==> src/rtl/bp_be_spec_queue.sv <==
// Speculative FIFO with write, read and commit pointers for replay and clear.
// Optional BP_BE_SPEC_QUEUE_BYPASS_EN gives zero-latency enqueue-to-read on empty.
module bp_be_spec_queue #(
    parameter int width_p = 64,
    parameter int els_p = 8,
    parameter int commit_width_p = 2,
    localparam int ptr_width_lp = $clog2(els_p) + 1,
    localparam int cnt_width_lp = $clog2(els_p + 1),
    localparam int idx_width_lp = $clog2(els_p),
    localparam int ccnt_width_lp = $clog2(commit_width_p + 1)
) (
    input  logic                     clk_i,
    input  logic                     reset_n_i,
    input  logic [width_p-1:0]       data_i,
    input  logic                     v_i,
    output logic                     ready_o,
    output logic [width_p-1:0]       data_o,
    output logic                     v_o,
    input  logic                     yumi_i,
    input  logic [ccnt_width_lp-1:0] commit_cnt_i,
    input  logic                     roll_i,
    input  logic                     clr_i,
    output logic [cnt_width_lp-1:0]  count_o,
    output logic [cnt_width_lp-1:0]  unread_o,
    output logic [cnt_width_lp-1:0]  issued_o
);

    logic [ptr_width_lp-1:0] wptr_r, rptr_r, cptr_r;
    logic [ptr_width_lp-1:0] wptr_n, rptr_n, cptr_n;
    logic [ptr_width_lp-1:0] issued, commit_ext;
    logic [width_p-1:0]      mem [els_p];
    logic                    empty, full, enq, deq, commit_ok, byp;

    assign empty = (rptr_r == wptr_r);
    assign full  = (cptr_r[idx_width_lp-1:0] == wptr_r[idx_width_lp-1:0])
                 && (cptr_r[ptr_width_lp-1] != wptr_r[ptr_width_lp-1]);

    assign ready_o = ~clr_i & ~full;

`ifdef BP_BE_SPEC_QUEUE_BYPASS_EN
    assign byp = empty & v_i & ready_o & ~roll_i;
`else
    assign byp = 1'b0;
`endif

    assign v_o    = (~roll_i & ~empty) | byp;
    assign data_o = ~v_o ? '0
                  : byp  ? data_i
                  : mem[rptr_r[idx_width_lp-1:0]];

    assign enq = v_i & ready_o;
    assign deq = yumi_i & v_o;

    assign issued     = rptr_r - cptr_r;
    assign commit_ext = ptr_width_lp'(commit_cnt_i);
    assign commit_ok  = (commit_ext <= issued);

    // An illegal commit retires everything issued and no more.
    always_comb begin
        cptr_n = rptr_r;
        rptr_n = rptr_r;
        wptr_n = wptr_r;
        if (commit_ok)
            cptr_n = cptr_r + commit_ext;
        if (roll_i)
            rptr_n = cptr_n;
        else
            rptr_n = rptr_r + ptr_width_lp'(deq);
        if (clr_i)
            wptr_n = rptr_n;
        else
            wptr_n = wptr_r + ptr_width_lp'(enq);
    end

    always_ff @(posedge clk_i or negedge reset_n_i) begin
        if (!reset_n_i) begin
            wptr_r <= '0;
            rptr_r <= '0;
            cptr_r <= '0;
        end else begin
            wptr_r <= wptr_n;
            rptr_r <= rptr_n;
            cptr_r <= cptr_n;
        end
    end

    always_ff @(posedge clk_i) begin
        if (enq)
            mem[wptr_r[idx_width_lp-1:0]] <= data_i;
    end

    assign count_o  = cnt_width_lp'(wptr_r - cptr_r);
    assign unread_o = cnt_width_lp'(wptr_r - rptr_r);
    assign issued_o = cnt_width_lp'(issued);

`ifndef SYNTHESIS
    always_ff @(posedge clk_i) begin
        if (reset_n_i) begin
            assert (!(yumi_i & ~v_o & ~roll_i))
                else $error("yumi_i asserted without v_o");
            assert (commit_ok)
                else $error("commit_cnt_i exceeds issued entries");
            assert (els_p >= 2 && (els_p & (els_p - 1)) == 0)
                else $error("els_p must be a power of two >= 2");
            assert (commit_width_p >= 1 && commit_width_p <= els_p)
                else $error("commit_width_p out of range");
        end
    end
`endif

endmodule

==> config.mk <==
export PLATFORM = sky130hd
export DESIGN_NAME = bp_be_spec_queue
export DESIGN_NICKNAME = d
export VERILOG_FILES = /design/src/rtl/bp_be_spec_queue.sv
export SDC_FILE = /design/constraint.sdc
export NUM_CORES = 1
export LEC_CHECK = 0
export CORE_MARGIN = 3
export CORE_UTILIZATION = 45
export DETAILED_ROUTE_END_ITERATION = 10
export SYNTH_ARGS = -nofsm -noshare
export SYNTH_HDL_FRONTEND = slang
export SYNTH_SLANG_ARGS = --single-unit
==> constraint.sdc <==
create_clock -name clk_i -period 8.87 [get_ports clk_i]
set_input_delay 2.661 -clock clk_i [delete_from_list [all_inputs] [get_ports clk_i]]
set_output_delay 2.661 -clock clk_i [all_outputs]
set_load 0.005 [all_outputs]
### Yosys cells after proc, flatten, opt, wreduce, memory -nomap -nowiden

Memory sizes are Yosys's and may differ from the RTL's.
Cells that the tools add are included.
Widths: inputs -> output; s select.

| storage, ports and cells | value |
|---|---|
| register bits | 12 |
| RAM bits | 512 |
| input port bits | 72 |
| logic and storage cells | 29 |
| memories kept | 1 |

| cells by class | value |
|---|---|
| add/subtract/negate cells | 6 |
| order comparisons | 1 |
| eq/ne operators | 3 |
| mux-type cells | 6 |
| bitwise logic cells | 8 |
| reductions and logical operators | 1 |

Memories:

| name | words | bits a word | rd ports | clocked after memory_dff | write ports | RTL line | text |
|---|---|---|---|---|---|---|---|
| mem | 8 | 64 | 1 | 0 | 1 | 31 | `logic [width_p-1:0] mem [els_p];` |

Operators with widths:

| cell | count |
|---|---|
| $mux 64 | 1 |
| $mux 4 | 3 |
| $sub 4x4->4 | 3 |
| $add 4x1->4 | 2 |
| $add 4x2->4 | 1 |
| $and 1x1->1 | 4 |
| $eq 4x4->1 | 1 |
| $le 2x4->1 | 1 |
| $not 1->1 | 4 |
| $eq 3x3->1 | 1 |
| $mux 1 | 2 |
| $logic_and 1x1->1 | 1 |
| $ne 1x1->1 | 1 |

### Logic depth before layout (Yosys ltp)

Gate-level depths: netlist of the first run.

| logic depth | value |
|---|---|
| word-level depth | 7 |
| depth in mapped cells | 15 |
| mapped depth without buffers | 12 |

### Least setup slack after synthesis of the first run

Ideal clock, no wire load.

| path | value |
|---|---|
| path type | input to register |
| start point | input port clr_i |
| end point | memory mem[1][0], enable pin |
| library setup time | 565 ps |
| arrival time | 7521 ps |
| required time | 8305 ps |
| slack | 785 ps |
| cell stages on the path | 4 |
| cell sequence | a41oi_1 and2_1 nand2_1 nor3_1 |

| on the way | value |
|---|---|
| longest elaborated chain between the ends | 5 |

RTL lines:

| what | RTL line | text |
|---|---|---|
| start, declared | 22 | `input logic clr_i,` |
| $not 1->1 | 38 | `assign ready_o = ~clr_i & ~full;` |
| $and 1x1->1 | 38 |  |
| $and 1x1->1 | 51 | `assign enq = v_i & ready_o;` |
| $mux 1 | 88 | `if (enq)` |
| $mux 1 (not written as such) | 89 | `mem[wptr_r[idx_width_lp-1:0]] <= data_i;` |
| end, declared | 31 |  |

No other way between the ends.

### Worst setup path after layout of the first run

| path | value |
|---|---|
| start point | input port roll_i |
| end point | output port data_o[8] |

| on the way | value |
|---|---|
| longest elaborated chain between the ends | 3 |

RTL lines:

| what | RTL line | text |
|---|---|---|
| start, declared | 21 | `input logic roll_i,` |
| $not 1->1 | 46 | `assign v_o = (~roll_i & ~empty) \| byp;` |
| $and 1x1->1 | 46 |  |
| $mux 64 | 47 | `assign data_o = ~v_o ? '0` |
| end, declared | 17 | `output logic [width_p-1:0] data_o,` |

No other way between the ends.

==> results of run 1 <==
## cell type report
class / count / area, um^2 / area share
Sequential cell: 524 / 15680 / 0.6450
Multi-Input combinational cell: 412 / 4529 / 0.1863
Timing Repair Buffer: 171 / 1669 / 0.06865
Clock buffer: 59 / 1349 / 0.05547
Tap cell: 592 / 740.7 / 0.03046
Clock inverter: 37 / 250.2 / 0.01029
Inverter: 24 / 90.09 / 0.003705
Antenna cell: 1 / 2.502 / 0.0001029
## worst max path at each step
stage                  to  depth (start not counted)  slack (ps)    from
2_1_floorplan   mem[1][0]                          4         780   clr_i
3_3_place_gp          v_o                          5        1190  roll_i
3_5_place_dp   data_o[25]                          5        1120  roll_i
4_1_cts        data_o[25]                          5        1150  roll_i
5_1_grt        data_o[19]                          5        1030  roll_i
6_report        data_o[8]                          5        1190  roll_i
## routing by layer
metal	part of all wire	up-vias
li1	-	4415
met1	0.43	5293
met2	0.50	223
met3	0.053	57
met4	0.016	6
met5	0.00086	-
## logic make-up (layout without fill, tap and decap cells)
family / Yosys count / count (layout) / synth area share
flops: 524 / 524 / 0.7662
buf+inv: 76 / 291 / 0.01511
fa+ha+maj: 21 / 21 / 0.01431
xor+xnor: 14 / 14 / 0.005994
other cells: 0 / 1 / 0
compound gates: 88 / 88 / 0.02508
mux: 132 / 132 / 0.1429
simple gates: 157 / 157 / 0.03034
## metrics by stage
| step | cells | hold slack [ps] | power, mW | utilization |
|---|---|---|---|---|
| after floorplan | 1012 | 557.6 | 4.616 | - |
| after global placement | 1723 | 604.7 | 5.655 | 0.5092 |
| after detailed placement | 1723 | 608.6 | 5.663 | 0.5092 |
| after CTS | 1819 | 616.9 | 7.749 | 0.5450 |
| after global routing | 1819 | 644.7 | 8.028 | 0.5450 |
| final | 1820 | 614.0 | 7.619 | 0.5451 |
## state kept, by name, summed over array words and instances (netlist names)
signal	flops
cptr_r	4
mem	512
rptr_r	4
wptr_r	4
## placed cells by master, fill, tap and decap left out, types with 2 or more instances in the layout
| cell | count |
|---|---|
| bufinv_16 | 3 |
| mux2i_1 | 3 |
| clkinv_1 | 19 |
| nor2_1 | 5 |
| ha_1 | 17 |
| xnor2_1 | 8 |
| a22oi_1 | 2 |
| clkbuf_1 | 6 |
| a21oi_1 | 68 |
| nand2_1 | 135 |
| xor2_1 | 6 |
| nand2b_1 | 2 |
| edfxtp_1 | 512 |
| buf_4 | 21 |
| dfrtp_1 | 9 |
| clkbuf_16 | 53 |
| dfrtp_4 | 2 |
| a21o_1 | 4 |
| mux4_2 | 128 |
| fa_1 | 4 |
| inv_6 | 2 |
| nor2_4 | 7 |
| and2_1 | 2 |
| nand3_1 | 2 |
| inv_1 | 23 |
| nor3_2 | 2 |
| clkdlybuf4s50_1 | 149 |
| clkinv_2 | 11 |
## critical path, cell delays in order
cell             delay [ps]
clkdlybuf4s50_1         740
a41o_2                  750
buf_12                  280
a21oi_1                  80
clkdlybuf4s50_1         450
## power by group through the flow
stage / clock, mW / sequential, mW / combinational (mW)
2_1_floorplan: 0 / 3.06 / 1.56
3_3_place_gp: 0 / 3.18 / 2.47
3_5_place_dp: 0 / 3.19 / 2.47
4_1_cts: 2.13 / 3.14 / 2.48
5_1_grt: 2.24 / 3.16 / 2.64
6_report: 2.07 / 3.13 / 2.42
==> flow_metrics.env, run 1 <==
export IMPL_critPathKind="input port to output port"
export IMPL_yosysWarningCount=0
export IMPL_met3_usage=0.04237
export IMPL_hold_buffers=0
export IMPL_die_area_um2=48060
export IMPL_grt_pass1_vias=10411
export IMPL_rrSetupSlack_ps=4980
export IMPL_p_comb_frac=0.318
export IMPL_clk_latency_ps=590
export IMPL_clockBufferDepth=3
export IMPL_swShare=0.2965
export IMPL_preCtsSetupSlack_ps=1119
export IMPL_endpoint_kind="output port"
export IMPL_rsz0062_at_grt="no"
export IMPL_viasPerCell=5.491
export IMPL_status="finished clean"
export IMPL_clock_power_share=0.272
export IMPL_ys_top_cells_by_area="edfxtp_1, mux4_2, nand2_1"
export IMPL_io_buffers=149
export IMPL_antenna_found_initial=3
export IMPL_ff2ff_path_depth=10
export IMPL_rows=77
export IMPL_clk_pin_slew_ps=60
export IMPL_finalSetupViolCount=0
export IMPL_num_vias=9994
export IMPL_yosysTopAreaCellShare=0.7516
export IMPL_wl_per_cell_um=24.18
export IMPL_cp_arrival_ps=5010
export IMPL_root_buffer="clkbuf_16"
export IMPL_ctsHtreeMaxLevel=2
export IMPL_synth_largest_area_cell="edfxtp_1"
export IMPL_p_leak_nw=7.908
export IMPL_yosys_cell_count_top_type="edfxtp_1"
export IMPL_grt_max_degree=65
export IMPL_hold_start="cptr_r[3]"
export IMPL_dp_final_hpwl_mm=23.73
export IMPL_cts_resized_gates=0
export IMPL_maxCapViolCount=0
export IMPL_p_sw_mw=2.259
export IMPL_die_h_um=219.2
export IMPL_grt_pass1_wl_mm=66.17
export IMPL_max_freq_mhz=130.3
export IMPL_ys_seq_area_frac=0.7662
export IMPL_whs_endpoint="cptr_r[3]"
export IMPL_fin_nets=1278
export IMPL_power_density_nw_per_um2=313.3
export IMPL_p_seq_frac=0.410
export IMPL_synth_cells=1012
export IMPL_cp_required_ps=6210
export IMPL_detail_route_antenna_nets=0
export IMPL_netlist_area_um2=20460
export IMPL_timing_rr_start="rptr_r[1]"
export IMPL_power_internal_mw=5.360
export IMPL_design_core_area_um2=44610
export IMPL_synth_top_cells_by_count="edfxtp_1, nand2_1, mux4_2"
export IMPL_drc_errors=0
export IMPL_dpl_instance_area_um2=22710
export IMPL_grt_ovfl_total=0
export IMPL_routed_wl_mm=44.01
export IMPL_reg2reg_to="wptr_r[1]"
export IMPL_floorplan_initialDensity=0.4586
export IMPL_slew_headroom=0.3496
export IMPL_use_met1=0.2584
export IMPL_fill_cells=3484
export IMPL_period_needed_ps=7675
export IMPL_synthArstFlopShare=0.02290
export IMPL_met2_usage=0.3097
export IMPL_gp_congestion=0.7267
export IMPL_syn_to_final_growth_pct=18.86
export IMPL_cts_tree="built"
export IMPL_synth_seq_cells=524
export IMPL_fin_area_um2=24310
export IMPL_fin_skew_ps=22.26
export IMPL_grtUsageTotal=0.1874
export IMPL_cp_max_fo=34
export IMPL_drt_iter0_markers=783
export IMPL_holdCritPathClass="flip-flop to flip-flop"
export IMPL_tightest_slew_ps=975.7
export IMPL_cts_sinks=524
export IMPL_slew_viol_final=0
export IMPL_synth_main_ff_cell="edfxtp_1"
export IMPL_drive_above_1_share=0.1980
export IMPL_postSynthAreaPerCell_um2=20.21
export IMPL_post_route_worst_setup_slack_ps=1195
export IMPL_cts_made_buffers=52
export IMPL_max_vdd_ir_drop_v=0.0002311
export IMPL_die_w_um=219.2
export IMPL_ys_types=40
export IMPL_firstDrtPassIters=7
export IMPL_start_kind="input port"
export IMPL_setup_tns_ps=0
export IMPL_period_share=0.8653
export IMPL_io_pins=150
export IMPL_syn_nets=1105
export IMPL_cts_setup_buffers=0
export IMPL_hold_depth=1
export IMPL_synth_edf_count=512
export IMPL_hold_viol=0
export IMPL_busiest_layer="met2"
Note: power is estimated with default switching activity, not from simulation.
==> inputs of run 2 (changes only) <==
- ABC_CLOCK_PERIOD_IN_PS: default -> 8870
==> results of run 2 <==
Final layout, timing and power as in run 1 (identical DEF).
==> inputs of run 3 (changes only) <==
- ABC_CLOCK_PERIOD_IN_PS: 8870 -> 9650
- CTS_BUF_LIST: default -> sky130_fd_sc_hd__clkbuf_2
- clock period: 8.87 -> 9.65 ns (I/O delays scaled with it)
==> flow_metrics.env, run 3 (synthesis results as in run 1) <==
export IMPL_firstDrtPassIters=4
export IMPL_cts_setup_buffers=0
export IMPL_rows=77
export IMPL_viasPerCell=5.367
export IMPL_cts_tree="built"
export IMPL_preCtsSetupSlack_ps=1172
export IMPL_power_density_nw_per_um2=274.0
export IMPL_power_internal_mw=4.450
export IMPL_detail_route_antenna_nets=0
export IMPL_final_common_cell="edfxtp_1"
export IMPL_dpl_instance_area_um2=22680
export IMPL_root_buffer="clkbuf_2"
export IMPL_cts_made_buffers=136
export IMPL_fin_nets=1356
export IMPL_finalSetupViolCount=0
export IMPL_final_cell_count_no_fill=1946
export IMPL_p_leak_nw=7.991
export IMPL_drive_above_1_share=0.2723
export IMPL_start_kind="input port"
export IMPL_p_comb_frac=0.337
export IMPL_grt_pass1_wl_mm=66.76
export IMPL_drc_errors=0
export IMPL_max_freq_mhz=118.7
export IMPL_status="finished clean"
export IMPL_clockBufferDepth=3
export IMPL_critPathKind="input port to output port"
export IMPL_cts_sinks=524
export IMPL_p_seq_frac=0.439
export IMPL_io_pins=150
export IMPL_endpoint_kind="output port"
export IMPL_cp_arrival_ps=5530
export IMPL_grt_ovfl_total=0
export IMPL_floorplan_initialDensity=0.4586
export IMPL_fin_area_um2=23850
export IMPL_clk_latency_ps=1190
export IMPL_clk_pin_slew_ps=90
export IMPL_io_buffers=149
export IMPL_grt_pass1_vias=11157
export IMPL_die_h_um=219.2
export IMPL_grtUsageTotal=0.1923
export IMPL_power_total_mw=6.537
export IMPL_routed_wl_mm=44.37
export IMPL_dp_cells=1717
export IMPL_dp_final_hpwl_mm=22.94
export IMPL_rrSetupSlack_ps=5270
export IMPL_cp_required_ps=6760
export IMPL_hold_viol=0
export IMPL_largest_reg_flops=512
export IMPL_ctsHtreeMaxLevel=4
export IMPL_swShare=0.3193
export IMPL_fill_cells=3673
export IMPL_syn_to_final_growth_pct=16.60
export IMPL_grt_max_degree=101
export IMPL_rsz0062_at_grt="no"
export IMPL_drt_iter0_markers=714
export IMPL_holdCritPathClass="flip-flop to flip-flop"
export IMPL_period_share=0.8728
export IMPL_p_sw_mw=2.087
export IMPL_post_route_worst_setup_slack_ps=1227
export IMPL_fin_skew_ps=51.86
export IMPL_hold_buffers=0
export IMPL_num_vias=10445
export IMPL_slew_viol_final=0
export IMPL_maxCapViolCount=0
export IMPL_die_w_um=219.2
export IMPL_tightest_slew_ps=1080
export IMPL_final_cell_mix="edfxtp_1, clkbuf_2, clkdlybuf4s50_1"
export IMPL_slew_headroom=0.2798
export IMPL_wl_per_cell_um=22.80
export IMPL_cts_resized_gates=0
export IMPL_antenna_found_initial=6
export IMPL_gp_congestion=0.7285
export IMPL_design_core_area_um2=44610
export IMPL_die_area_um2=48060
export IMPL_setup_tns_ps=0
export IMPL_cp_max_fo=36
export IMPL_max_vdd_ir_drop_v=0.0002601
export IMPL_clock_power_share=0.223
export IMPL_period_needed_ps=8423
## run 3: cell count changes in the layout (fill, tap and decap cells not counted)
| cell | before | now |
|---|---|---|
| clkbuf_2 | 0 | 191 |
| clkbuf_16 | 53 | 0 |
| clkinv_2 | 11 | 2 |
| buf_4 | 21 | 14 |
| clkbuf_1 | 6 | 0 |
| diode_2 | 1 | 6 |
| inv_2 | 1 | 6 |
| clkinv_1 | 19 | 22 |
| inv_6 | 2 | 0 |
| buf_12 | 1 | 2 |
| clkinv_4 | 1 | 0 |
| clkinvlp_4 | 1 | 0 |
## run 3: path summary, 6_finish.rpt
kind	startpoint	depth (start not counted)	to
worst max-delay path	roll_i	5	data_o[29]
worst min-delay path	cptr_r[3]	1	cptr_r[3]
worst max register to register	rptr_r[2]	12	wptr_r[2]
worst min register to register	cptr_r[3]	1	cptr_r[3]
max in group asynchronous	reset_n_i	1	rptr_r[1]
min in group asynchronous	reset_n_i	1	rptr_r[0]
## run 3: per-layer routing
layer	up-vias	part of all wire	global-route usage
li1	4652	-	-
met1	5433	0.43	0.2546
met2	281	0.49	0.2999
met3	71	0.057	0.06799
met4	8	0.022	0.06394
met5	-	0.0012	0
## run 3: area by class of cell
cell class / count / area, um^2 / area share
flip-flops and latches: 524 / 15680 / 0.6575
multi-input cells: 412 / 4529 / 0.1899
repair buffers: 165 / 1637 / 0.06861
clock buffers: 191 / 955.9 / 0.04008
well taps: 592 / 740.7 / 0.03105
clock inverters: 32 / 201.4 / 0.008445
inverters: 24 / 90.09 / 0.003777
diodes: 6 / 15.01 / 0.0006295
## run 3: through the flow
step,hold slack [ps],util
2_1_floorplan,557.6,-
3_3_place_gp,600.8,0.5085
3_5_place_dp,597.8,0.5085
4_1_cts,612.4,0.5344
5_1_grt,644.0,0.5345
6_report,609.3,0.5347
## run 3: power groups by stage
stage | registers [mW] | logic, mW | clock network [mW]
CTS | 2.88 | 2.26 | 1.52
detailed placement | 2.93 | 2.25 | 0
global route | 2.90 | 2.42 | 1.65
global placement | 2.92 | 2.26 | 0
finish | 2.87 | 2.20 | 1.46
floorplan | 2.81 | 1.43 | 0
## run 3: worst max-delay path, stage by stage
cell and delay (ps):
clkdlybuf4s50_1 740, a41o_2 740, buf_4 540, a21oi_1 100, clkdlybuf4s50_1 470
